## src/rtl/interval_timer_pkg.sv

```systemverilog
// Shared types and constants for the interval timer bank.
// Optional capture path: define INTERVAL_TIMER_CAPTURE_EN.
package interval_timer_pkg;

  localparam int DEF_WIDTH = 16;
  localparam int DEF_NUM_CH = 2;

  typedef enum logic [1:0] {
    ST_IDLE = 2'd0,
    ST_RUN  = 2'd1,
    ST_DONE = 2'd2
  } ch_state_e;

endpackage

```

## src/rtl/interval_timer_ch.sv

```systemverilog
// One timer channel: IDLE/RUN/DONE FSM with count and expire pulse.
// Optional capture path: define INTERVAL_TIMER_CAPTURE_EN.
module interval_timer_ch
  import interval_timer_pkg::*;
#(
  parameter int W        = DEF_WIDTH,
  parameter int SATURATE = 0
) (
  input  logic         clk_i,
  input  logic         rstn_i,
  input  logic         en_i,
  input  logic         start_i,
  input  logic         load_i,
  input  logic [W-1:0] value_i,
  input  logic [W-1:0] period_i,
  output logic [W-1:0] count_o,
  output logic         running_o,
  output logic         expire_o
`ifdef INTERVAL_TIMER_CAPTURE_EN
  ,
  output logic [W-1:0] capture_o,
  output logic         capture_valid_o
`endif
);

  localparam logic [W-1:0] ONE = W'(1);

  ch_state_e    state_q;
  logic [W-1:0] count_q;
  logic         running_q;
  logic         expire_q;

  // Channel FSM: start beats load beats en-gated counting.
  always_ff @(posedge clk_i or negedge rstn_i) begin
    if (!rstn_i) begin
      state_q   <= ST_IDLE;
      count_q   <= '0;
      running_q <= 1'b0;
      expire_q  <= 1'b0;
    end else begin
      expire_q <= 1'b0;
      if (start_i) begin
        count_q   <= ONE;
        state_q   <= ST_RUN;
        running_q <= 1'b1;
      end else if (load_i) begin
        count_q   <= value_i;
        state_q   <= ST_RUN;
        running_q <= 1'b1;
      end else if (en_i && state_q == ST_RUN) begin
        if (count_q < period_i) begin
          count_q <= count_q + ONE;
        end else begin
          expire_q <= 1'b1;
          if (SATURATE != 0) begin
            count_q   <= period_i;
            state_q   <= ST_DONE;
            running_q <= 1'b0;
          end else begin
            count_q <= '0;
          end
        end
      end
    end
  end

  assign count_o   = count_q;
  assign running_o = running_q;
  assign expire_o  = expire_q;

`ifdef INTERVAL_TIMER_CAPTURE_EN
  logic [W-1:0] capture_q;
  logic         cap_vld_q;

  // Snapshot the live count when a running channel is restarted.
  always_ff @(posedge clk_i or negedge rstn_i) begin
    if (!rstn_i) begin
      capture_q <= '0;
      cap_vld_q <= 1'b0;
    end else begin
      cap_vld_q <= 1'b0;
      if (start_i && state_q == ST_RUN) begin
        capture_q <= count_q;
        cap_vld_q <= 1'b1;
      end
    end
  end

  assign capture_o       = capture_q;
  assign capture_valid_o = cap_vld_q;
`endif

endmodule

```

## src/rtl/interval_timer_bank.sv

```systemverilog
// Bank of NUM_CH independent interval timers sharing one enable.
// Optional capture path: define INTERVAL_TIMER_CAPTURE_EN.
module interval_timer_bank
  import interval_timer_pkg::*;
#(
  parameter int DATA_WIDTH = DEF_WIDTH,
  parameter int NUM_CH     = DEF_NUM_CH,
  parameter int SATURATE   = 0
) (
  input  logic                         clk,
  input  logic                         rstn,
  input  logic                         en,
  input  logic [NUM_CH-1:0]            start,
  input  logic [NUM_CH-1:0]            load,
  input  logic [NUM_CH*DATA_WIDTH-1:0] value,
  input  logic [NUM_CH*DATA_WIDTH-1:0] period,
  output logic [NUM_CH*DATA_WIDTH-1:0] counter_val,
  output logic [NUM_CH-1:0]            running,
  output logic [NUM_CH-1:0]            expire
`ifdef INTERVAL_TIMER_CAPTURE_EN
  ,
  output logic [NUM_CH*DATA_WIDTH-1:0] capture,
  output logic [NUM_CH-1:0]            capture_valid
`endif
);

  localparam int W = DATA_WIDTH;

  for (genvar k = 0; k < NUM_CH; k++) begin : g_ch
    interval_timer_ch #(
      .W        (W),
      .SATURATE (SATURATE)
    ) u_ch (
      .clk_i           (clk),
      .rstn_i          (rstn),
      .en_i            (en),
      .start_i         (start[k]),
      .load_i          (load[k]),
      .value_i         (value[k*W +: W]),
      .period_i        (period[k*W +: W]),
      .count_o         (counter_val[k*W +: W]),
      .running_o       (running[k]),
      .expire_o        (expire[k])
`ifdef INTERVAL_TIMER_CAPTURE_EN
      ,
      .capture_o       (capture[k*W +: W]),
      .capture_valid_o (capture_valid[k])
`endif
    );
  end

endmodule

```

## config.mk

```make
export PLATFORM = sky130hd
export DESIGN_NAME = interval_timer_bank
export DESIGN_NICKNAME = d
export VERILOG_FILES = /design/src/rtl/interval_timer_pkg.sv /design/src/rtl/interval_timer_ch.sv /design/src/rtl/interval_timer_bank.sv
export SDC_FILE = /design/constraint.sdc
export NUM_CORES = 1
export LEC_CHECK = 0
export CORE_MARGIN = 4
export CORE_UTILIZATION = 46
export DETAILED_ROUTE_END_ITERATION = 6
export MAX_ROUTING_LAYER = met4
export PLACE_DENSITY = 0.82
export SETUP_SLACK_MARGIN = 0.15
export SLEW_MARGIN = 10
export SYNTH_ARGS = -nofsm -noshare
export SYNTH_HDL_FRONTEND = slang
export SYNTH_SLANG_ARGS = --single-unit
export TNS_END_PERCENT = 30
```

## constraint.sdc

```tcl
create_clock -name clk -period 2.46 [get_ports clk]
set_input_delay 0.492 -clock clk [delete_from_list [all_inputs] [get_ports clk]]
set_output_delay 0.492 -clock clk [all_outputs]
set_load 0.02 [all_outputs]
```

Word level (Yosys, flattened, before mapping)
Cells that the tools add are included.

Output and inout port bits: 36. Logic and storage cells: 44. Register bits: 40.

Reductions and logical operators: 6. Add/subtract/negate cells: 2. Order comparisons: 2. Eq/ne operators: 2. Multiplexer cells: 24.

Operators with widths (count): 2-to-1 mux 16 bit (8); adder 16 x 1 -> 16 bit (second input constant) (2); less-than comparator 16 bit (2); 2-to-1 mux 1 bit (12); 2-to-1 mux 2 bit (4); nonzero test 3 bit (2); equality test 2 x 1 -> 1 bit (second input constant) (2); nonzero test 2 bit (2); logical AND 1 bit (2).

Longest topological paths before layout
Gate-level depths: netlist (run 1).

Word-level depth: 5. Mapped depth: 9. Mapped depth without buffers: 8.

By module
A second synthesis (run 1) with hierarchy kept.

Cells, all modules: 366. Area total of the unflattened synthesis: 2872.8 um^2.

Modules (own cells, without submodules): interval_timer_ch (instances 2, seq. area each 450.4 um^2, area each 1436.4 um^2, cells an instance 183).

Least setup slack after synthesis (run 1)
Ideal clock, no wire load.

Path type: input-to-reg. Start point: input port period[13]. End point: register g_ch[0].u_ch.count_q[9]. Buffers on the path: 0. Data arrival time: 2.118 ns. Cell stages on the path: 8. Required time: 2.396 ns. Setup time: 0.064 ns. Slack: 0.278 ns. Path through: inv_1 ha_1 a211oi_1 nor2_1 nor3_2 o211ai_2 o41ai_2 a21o_1.

Longest elaborated chain between the ends: 5.

Ends and longest elaborated chain: start: declaration (RTL line interval_timer_bank.sv:16) `input logic [NUM_CH*DATA_WIDTH-1:0] period,`; less-than comparator 16 bit (RTL line interval_timer_ch.sv:51) `if (count_q < period_i) begin`; 2-to-1 mux 16 bit (RTL line interval_timer_ch.sv:51); 2-to-1 mux 16 bit (RTL line interval_timer_ch.sv:50) `end else if (en_i && state_q == ST_RUN) begin`; 2-to-1 mux 16 bit (RTL line interval_timer_ch.sv:46) `end else if (load_i) begin`; 2-to-1 mux 16 bit (RTL line interval_timer_ch.sv:42) `if (start_i) begin`; end signal: assignment (RTL line interval_timer_ch.sv:47) `count_q <= value_i;`; end signal: assignment (RTL line interval_timer_ch.sv:52) `count_q <= count_q + ONE;`; end signal: assignment (RTL line interval_timer_ch.sv:56) `count_q <= period_i;`; end: declaration (RTL line interval_timer_ch.sv:29) `logic [W-1:0] count_q;`.

Every way passes these cells. The select of a mux whose other input is x is not followed. A chain may end at the register's enable or synchronous reset.

Final worst setup path (run 1)
Start point: input port period[20]. End point: register g_ch[1].u_ch.count_q[3].

Longest elaborated chain between the ends: 5.

Ends and longest elaborated chain (RTL line): less-than comparator 16 bit (interval_timer_ch.sv:51); 2-to-1 mux 16 bit (interval_timer_ch.sv:51); 2-to-1 mux 16 bit (interval_timer_ch.sv:50); 2-to-1 mux 16 bit (interval_timer_ch.sv:46); 2-to-1 mux 16 bit (interval_timer_ch.sv:42); end signal: assignment (interval_timer_ch.sv:47); end signal: assignment (interval_timer_ch.sv:52); end signal: assignment (interval_timer_ch.sv:56); end: declaration (interval_timer_ch.sv:29).

Every way passes these cells. The select of a mux whose other input is x is not followed.

==> key figures, run 1 <==
Synth
  – Syn avg cell area: approximately 8 um2
  – Adder-cell share of the synthesized area: 0.134
  – XOR/XNOR Fraction of Synth Area: 0.00293
  – Post-synthesis cell type count: 50
  – Flops & latches, synth: 36
  – Synth Area in Compound Gates: 0.262
  – Synth Instances: ~370
  – Post-synthesis mux area share: 0.00335
  – Post-Synth Simple-Gate Area: 0.207
  – Ys async rst share: 1.00
  – Sequential fraction of the synthesis area: 0.302
  – Mapped Nets: 468
  – Largest family of logic cells by synthesized area: compound AO/OA/AOI/OAI gates
  – Synth warn: 0
  – Mapped Area: approximately 3000 um2
  – Number of synthesized flops with an enable pin: 0
  – Most used DFF post-synth: dfrtp_1

Route
  – DRT iter0 DRCs: 203
  – Routed len/inst: 18.2 um
  – Routed vias/inst: a little under 6
  – Via count: 3556
  – Total wire length: ~11 mm
  – DRT Pass-1 Iters: 5
  – Antenna Nets Post-Route: 0
  – Number of remaining DRC errors: 0

Global route
  – Initial antenna violation count: 0
  – Largest net degree at the start of global routing: 37
  – Global-route wire length before repair: ~16 mm
  – GRT overflow: 0
  – Global-route usage over all layers: 0.266
  – Vias in the first global route: between 3k and 4k

Power
  – LEAKAGE: between 2 and 2.5 nW
  – Worst VDD drop: 496 uV
  – PD cells: 424 nW/um2

Timing
  – TNS Setup: 0 ns
  – Setup violators final: 0
  – Minimum clock period: between 2 and 2.5 ns
  – Max Freq: around 0.43 GHz
  – Fin. Hold Viols: 0
  – RSZ-0062 raised after global routing: yes
  – Worst Tran Pin Value: ~0.49 ns
  – Slew Viols, Final: 0
  – Worst setup margin: ~0.16 ns
  – Relative slew slack: 0.675
  – Clk_skew: about 0.004 ns
  – Fin crit share: 0.935

Critical path
  – R2R Setup Slk: between 0.2 and 0.25 ns
  – Worst Path Buf+Inv: 4
  – Req. time, crit path: 2.66 ns
  – CP startpoint: period[20]
  – Crit. End Element: flip-flop
  – Crit path max-delay cell type: clkdlybuf4s50_1
  – CP max FO: 5
  – Worst path max stage delay: about 0.45 ns
  – Crit path to: g_ch[1].u_ch.count_o[3]$_DFFE_PN0P_
  – Worst path depth: 11
  – Crit-path leading delay family: compound AO/OA/AOI/OAI gates
  – Crit-path cells: clkdlybuf4s50_1, inv_1, ha_1, a21oi_2, o21a_1, o31ai_4, a211oi_4, buf_6, buf_6, a21oi_1, o211ai_1
  – Crit path DAT: ~2.5 ns
  – Startpoint types: input port
  – WS Path Type: input port to flip-flop
  – Reg2reg end: g_ch[0].u_ch.count_o[13]$_DFFE_PN0P_
  – Most frequent cell on the critical path: buf_6
  – R2R cell count: 9
  – Reg-to-Reg Start: g_ch[0].u_ch.count_o[13]$_DFFE_PN0P_

Layout
  – Synth-to-layout area growth: 70.7%
  – Final Instance Area: roughly 5100 um2
  – Diode count: 0
  – Share of cells above drive strength 1: 0.273
  – Layout Nets: 622

Placement
  – IO buf count: around 110
  – Post-DP Area: between 4000 and 5000 um2
  – Post-DP HPWL: slightly above 7 mm
  – Routability cong.: 0.929
  – Pre-CTS WS: -0.395 ns

Die
  – Initial Utilization: 0.473
  – DIE AREA: 7840 um2
  – Core area: between 6000 and 7000 um2
  – I/O pins: ~110
  – Die height: approximately 89 um
  – # rows: 29
  – Die W: around 90 um

Clock tree
  – CTS H-tree depth: 2
  – Clk_lat worst skew: between 0.2 and 0.3 ns
  – CTS tree: done
  – Clk sink count: 36
  – Total CTS buffers: 5
  – Root buf cell: clkbuf_8
  – Worst-path clk slew: approximately 0.080 ns
  – Maximum clock insertion buffer count: 2

Hold path
  – Worst hold stages: 1
  – HP Class: flip-flop to flip-flop

Flow run
  – Max Cap Violations: 0

Outcome
  – Status: completed
layout by cell type, fill, tap and decap left out, types with 5 or more instances in the layout:
cell type and count:
nand3_1 20, o21ai_1 13, nand4_1 7, inv_1 38, ha_1 12, buf_4 42
and4_1 5, a211o_1 5, dlygate4sd2_1 6, nand2b_1 5, o21ai_0 6, buf_6 8
inv_2 13, clkbuf_8 6, dfrtp_1 31, nor3_1 8, a32oi_1 5, nand2_1 20
dfrtp_2 5, clkdlybuf4s50_1 88, a21oi_1 28, dlymetal6s2s_1 12, nor2_1 15, a22oi_1 14
o21ai_2 7, ha_4 17
worst min path at each step:
stage,start,to
after global placement,g_ch[1].u_ch.running_o$_DFFE_PN0P_,g_ch[1].u_ch.running_o$_DFFE_PN0P_
after floorplan,rstn,g_ch[0].u_ch.count_o[0]$_DFFE_PN0P_
final,g_ch[0].u_ch.count_o[14]$_DFFE_PN0P_,g_ch[0].u_ch.count_o[14]$_DFFE_PN0P_
after global routing,g_ch[0].u_ch.count_o[14]$_DFFE_PN0P_,g_ch[0].u_ch.count_o[14]$_DFFE_PN0P_
after CTS,g_ch[0].u_ch.count_o[6]$_DFFE_PN0P_,g_ch[0].u_ch.count_o[6]$_DFFE_PN0P_
after detailed placement,g_ch[0].u_ch.count_o[6]$_DFFE_PN0P_,g_ch[0].u_ch.count_o[6]$_DFFE_PN0P_
cells by family after synthesis:
group,after synthesis
AO/OA/AOI/OAI,114
XOR/XNOR,1
adder cells (fa/ha/maj),32
buffers and inverters,63
flip-flops,36
multiplexers,1
AND/OR/NAND/NOR,118
layer usage:
metal	part of all wire	vias to the layer above	global-route usage
met1	0.38	1681	0.315
met2	0.52	195	0.468
met3	0.074	37	0.0354
li1	-	1643	-
met5	0	-	-
met4	0.027	0	0.0838
synth_stat cells, types with 6 or more instances:
library cell,n,area share
o21ai_1,9,0.015
a21oi_1,33,0.055
and4_1,6,0.018
nand2_1,22,0.028
inv_1,51,0.064
a22oi_1,15,0.038
dfrtp_1,36,0.30
nor2_1,19,0.024
a32oi_1,6,0.018
o21ai_0,17,0.028
nand3_1,23,0.039
nand4_1,7,0.015
nor3_1,10,0.017
ha_1,32,0.13
flip-flops by register name, indices dropped and copies added (netlist names):
| register | count |
|---|---|
| g_ch.u_ch.expire_o | 2 |
| g_ch.u_ch.count_o | 32 |
| g_ch.u_ch.state_q | 1 |
| g_ch.u_ch.running_o | 1 |
per-stage QoR:
step           hold WS (ns)  power (mW)  cells   util
2_1_floorplan         0.196        1.06    365      -
3_3_place_gp          0.545        1.44    577  0.695
3_5_place_dp          0.550        1.46    577  0.695
4_1_cts               0.560        2.01    593  0.749
5_1_grt               0.596        2.26    597  0.807
6_report              0.574        2.16    597  0.807
cell type report:
| class | count | area, um2 |
|---|---|---|
| Clock inverter | 2 | 10.0 |
| Tap cell | 77 | 96.3 |
| Sequential cell | 36 | 907 |
| Timing Repair Buffer | 159 | 1540 |
| Inverter | 51 | 191 |
| Clock buffer | 6 | 82.6 |
| Fill cell | 404 | 1220 |
| Multi-Input combinational cell | 266 | 2270 |
repair_timing:
action                                  4_1_cts  5_1_grt
pin swaps                                    33       37
gates cloned                                  1        1
hold buffers                                  0        0
buffers inserted                              7        3
gates resized for setup                      54       69
endpoints found under the setup margin       30       29
power breakdown:
| group | leakage [nW] | switching [mW] | internal, mW | total, mW |
|---|---|---|---|---|
| clock | 0.0510 | 0.230 | 0.224 | 0.454 |
| sequential | 0.455 | 0.0919 | 0.647 | 0.739 |
| combinational | 1.73 | 0.467 | 0.499 | 0.966 |
| total | 2.23 | 0.789 | 1.37 | 2.16 |
Power figures use the tool's default switching activity.
==> inputs of run 2 (changes only) <==
- clock period: 2.46 -> 2.3 ns (I/O delays scaled with it)
==> run 2 against run 1 <==
Compared with the run above: wire length grew 15%; global-route usage is 5.6 points higher; setup slack worse by 0.14 ns; clock skew is 0.0039 ns higher; hold slack worse by 0.31 ns.
==> key figures, run 2 (same netlist as run 1, synthesis figures left out) <==
Clock tree
  – CTS tree: done
  – Worst-path clk slew: 0.08 ns (about the same)
  – Total CTS buffers: 5 (unchanged)
  – Clk_lat worst skew: 0.31 ns (+0.02 ns)
  – Maximum clock insertion buffer count: 2 (unchanged)
  – Clk sink count: 36 (unchanged)
  – Root buf cell: clkbuf_8
  – CTS H-tree depth: 2 (unchanged)

Critical path
  – CP max FO: 2 (-3)
  – Req. time, crit path: 2.52 ns (-0.14 ns)
  – Startpoint types: flip-flop
  – Crit. End Element: flip-flop
  – R2R cell count: 9 (unchanged)
  – WS Path Type: flip-flop to flip-flop
  – R2R Setup Slk: 0.02 ns (-0.21 ns)
  – Crit path DAT: 2.51 ns (about the same)
  – Reg-to-Reg Start: g_ch[1].u_ch.count_o[7]$_DFFE_PN0P_
  – Reg2reg end: g_ch[1].u_ch.count_o[8]$_DFFE_PN0P_

Timing
  – Max Freq: approximately 0.44 GHz
  – Clk_skew: 0.00792 ns (+0.00392 ns)
  – Worst setup margin: 0.0194 ns (-0.140 ns)
  – Fin crit share: 0.992
  – RSZ-0062 raised after global routing: yes
  – Fin. Hold Viols: 0 (unchanged)
  – Worst Tran Pin Value: 0.892 ns (+0.405 ns)
  – Relative slew slack: 0.405 (-0.270)
  – Minimum clock period: 2.28 ns
  – Setup violators final: 0 (unchanged)
  – Slew Viols, Final: 0 (unchanged)

Placement
  – Post-DP Area: 4530 um2 (+3.1%)
  – IO buf count: 106 (unchanged)
  – Routability cong.: 1.01 (+8.4%)
  – Pre-CTS WS: -0.475 ns (-0.0804 ns)
  – Post-DP HPWL: 7.71 mm (+7.1%)

Die
  – Core area: 6310 um2 (unchanged)
  – Initial Utilization: 0.473 (unchanged)
  – I/O pins: 107 (unchanged)
  – Die W: 88.6 um (unchanged)
  – DIE AREA: 7840 um2 (unchanged)
  – Die height: 88.6 um (unchanged)
  – # rows: 29 (unchanged)

Layout
  – Largest register FFs: 32 (unchanged)
  – Share of cells above drive strength 1: 0.327 (+0.0542)
  – Commonest non-fill, non-tap cell in the layout: clkdlybuf4s50_1
  – Synth-to-layout area growth: 78.6%
  – Final Instance Area: 5330 um2 (+4.6%)
  – Most frequent cells in the layout: 79 x clkdlybuf4s50_1, 73 x buf_4, 34 x dfrtp_1, 31 x inv_1, 24 x a21oi_1
  – Layout Nets: 652 (+4.8%)
  – Diode count: 0 (unchanged)

Power
  – Switching part of the total: 0.375 (+0.00929)
  – Worst VDD drop: 475 uV (-4.3%)
  – LEAKAGE: 2.35 nW (+5.1%)
  – Combinational power share: 0.479 (+0.031)
  – Part of the power in registers: 0.312 (-0.030)
  – Clock power frac: 0.210 (about the same)
  – Sw Pwr: 0.915 mW (+16%)
  – P_int: 1.53 mW (+12%)
  – PD cells: 458 nW/um2 (+8.2%)

Global route
  – Global-route wire length before repair: 18.8 mm (+18%)
  – Vias in the first global route: 3941 (+15%)
  – Global-route usage over all layers: 0.322 (+0.0558)
  – Initial antenna violation count: 0 (unchanged)
  – GRT overflow: 0 (unchanged)
  – Largest net degree at the start of global routing: 37 (unchanged)

Route
  – Antenna Nets Post-Route: 0 (unchanged)
  – Routed vias/inst: 6.13 (+2.9%)
  – Total wire length: 12.5 mm (+15%)
  – DRT Pass-1 Iters: 6 (+1)
  – DRT iter0 DRCs: 324 (+60%)
  – Routed len/inst: 20.0 um (+9.8%)
  – Via count: 3842 (+8.0%)
  – Number of remaining DRC errors: 0 (unchanged)

Flow run
  – Max Cap Violations: 0 (unchanged)

Hold path
  – HP Class: input port to async pin

Outcome
  – Status: completed
## run 2: cell count changes in the layout (fill, tap and decap cells not counted), moves of 5 or more
cell             delta
clkdlybuf4s50_1     -9
buf_4              +31
inv_2               +7
dlygate4sd2_1      +13
o21ai_2             -5
o21ai_0             +6
inv_1               -7
dlymetal6s2s_1      -5
## run 2: cell type report
cell class | count | area, um2
tap | 77 | 96.3
timing repair buffer | 189 | 1720
clock inverter | 2 | 10.0
inverter | 51 | 191
fill | 337 | 981
sequential | 36 | 903
clock buffer | 6 | 82.6
multi-input combinational | 266 | 2330
## run 2: how the worst max path moves through the flow
stage               slack, ns                                    to  cells past startpoint                           startpoint
finish                   0.02   g_ch[1].u_ch.count_o[8]$_DFFE_PN0P_                      9  g_ch[1].u_ch.count_o[7]$_DFFE_PN0P_
CTS                      0.11  g_ch[0].u_ch.count_o[14]$_DFFE_PN0P_                      7  g_ch[0].u_ch.count_o[1]$_DFFE_PN0P_
global route            0.007  g_ch[0].u_ch.count_o[10]$_DFFE_PN0P_                      9                            period[5]
detailed placement      -0.48   g_ch[0].u_ch.count_o[9]$_DFFE_PN0P_                      8                            period[1]
floorplan                0.14   g_ch[1].u_ch.count_o[1]$_DFFE_PN0P_                      7  g_ch[1].u_ch.count_o[7]$_DFFE_PN0P_
global placement        -0.42   g_ch[0].u_ch.count_o[0]$_DFFE_PN0P_                      9                            period[1]
## run 2: per-stage QoR
stage               power, mW  hold slack [ns]  utilization  std cells  TNS [ns]
floorplan                1.14            0.164            -        365         0
global placement         1.59            0.524        0.717        595    -11.13
detailed placement       1.63            0.539        0.717        595    -13.47
CTS                      2.35            0.299        0.821        615         0
global route             2.54            0.330        0.845        627         0
finish                   2.44            0.262        0.845        627         0
## run 2: power by group through the flow
stage          Combinational [mW]  Sequential [mW]  Clock [mW]
3_3_place_gp                0.847            0.747           0
2_1_floorplan               0.284            0.853           0
4_1_cts                      1.09            0.757       0.495
6_report                     1.17            0.762       0.512
5_1_grt                      1.24            0.768       0.533
3_5_place_dp                0.877            0.749           0
## run 2: what timing repair did
action,CTS,global route
endpoints found under the setup margin,32,29
hold buffers,0,0
pin swaps,58,33
resized for setup,111,24
gates cloned,1,0
buffers inserted,11,12
## run 2: per-layer routing
| metal | track usage | wire length [um] |
|---|---|---|
| met5 | - | 0 |
| met4 | 0.151 | 467 |
| met3 | 0.0708 | 1140 |
| met2 | 0.559 | 6480 |
| met1 | 0.348 | 4430 |
## run 2: worst max-delay path: stages (launching register included)
cell and delay [ns]:
dfrtp_1 0.43, ha_4 0.23, buf_4 0.13, a21oi_2 0.12, o21a_1 0.18, o31ai_4 0.09, buf_4 0.15, a211o_1 0.33
or3_1 0.41, o211ai_1 0.12
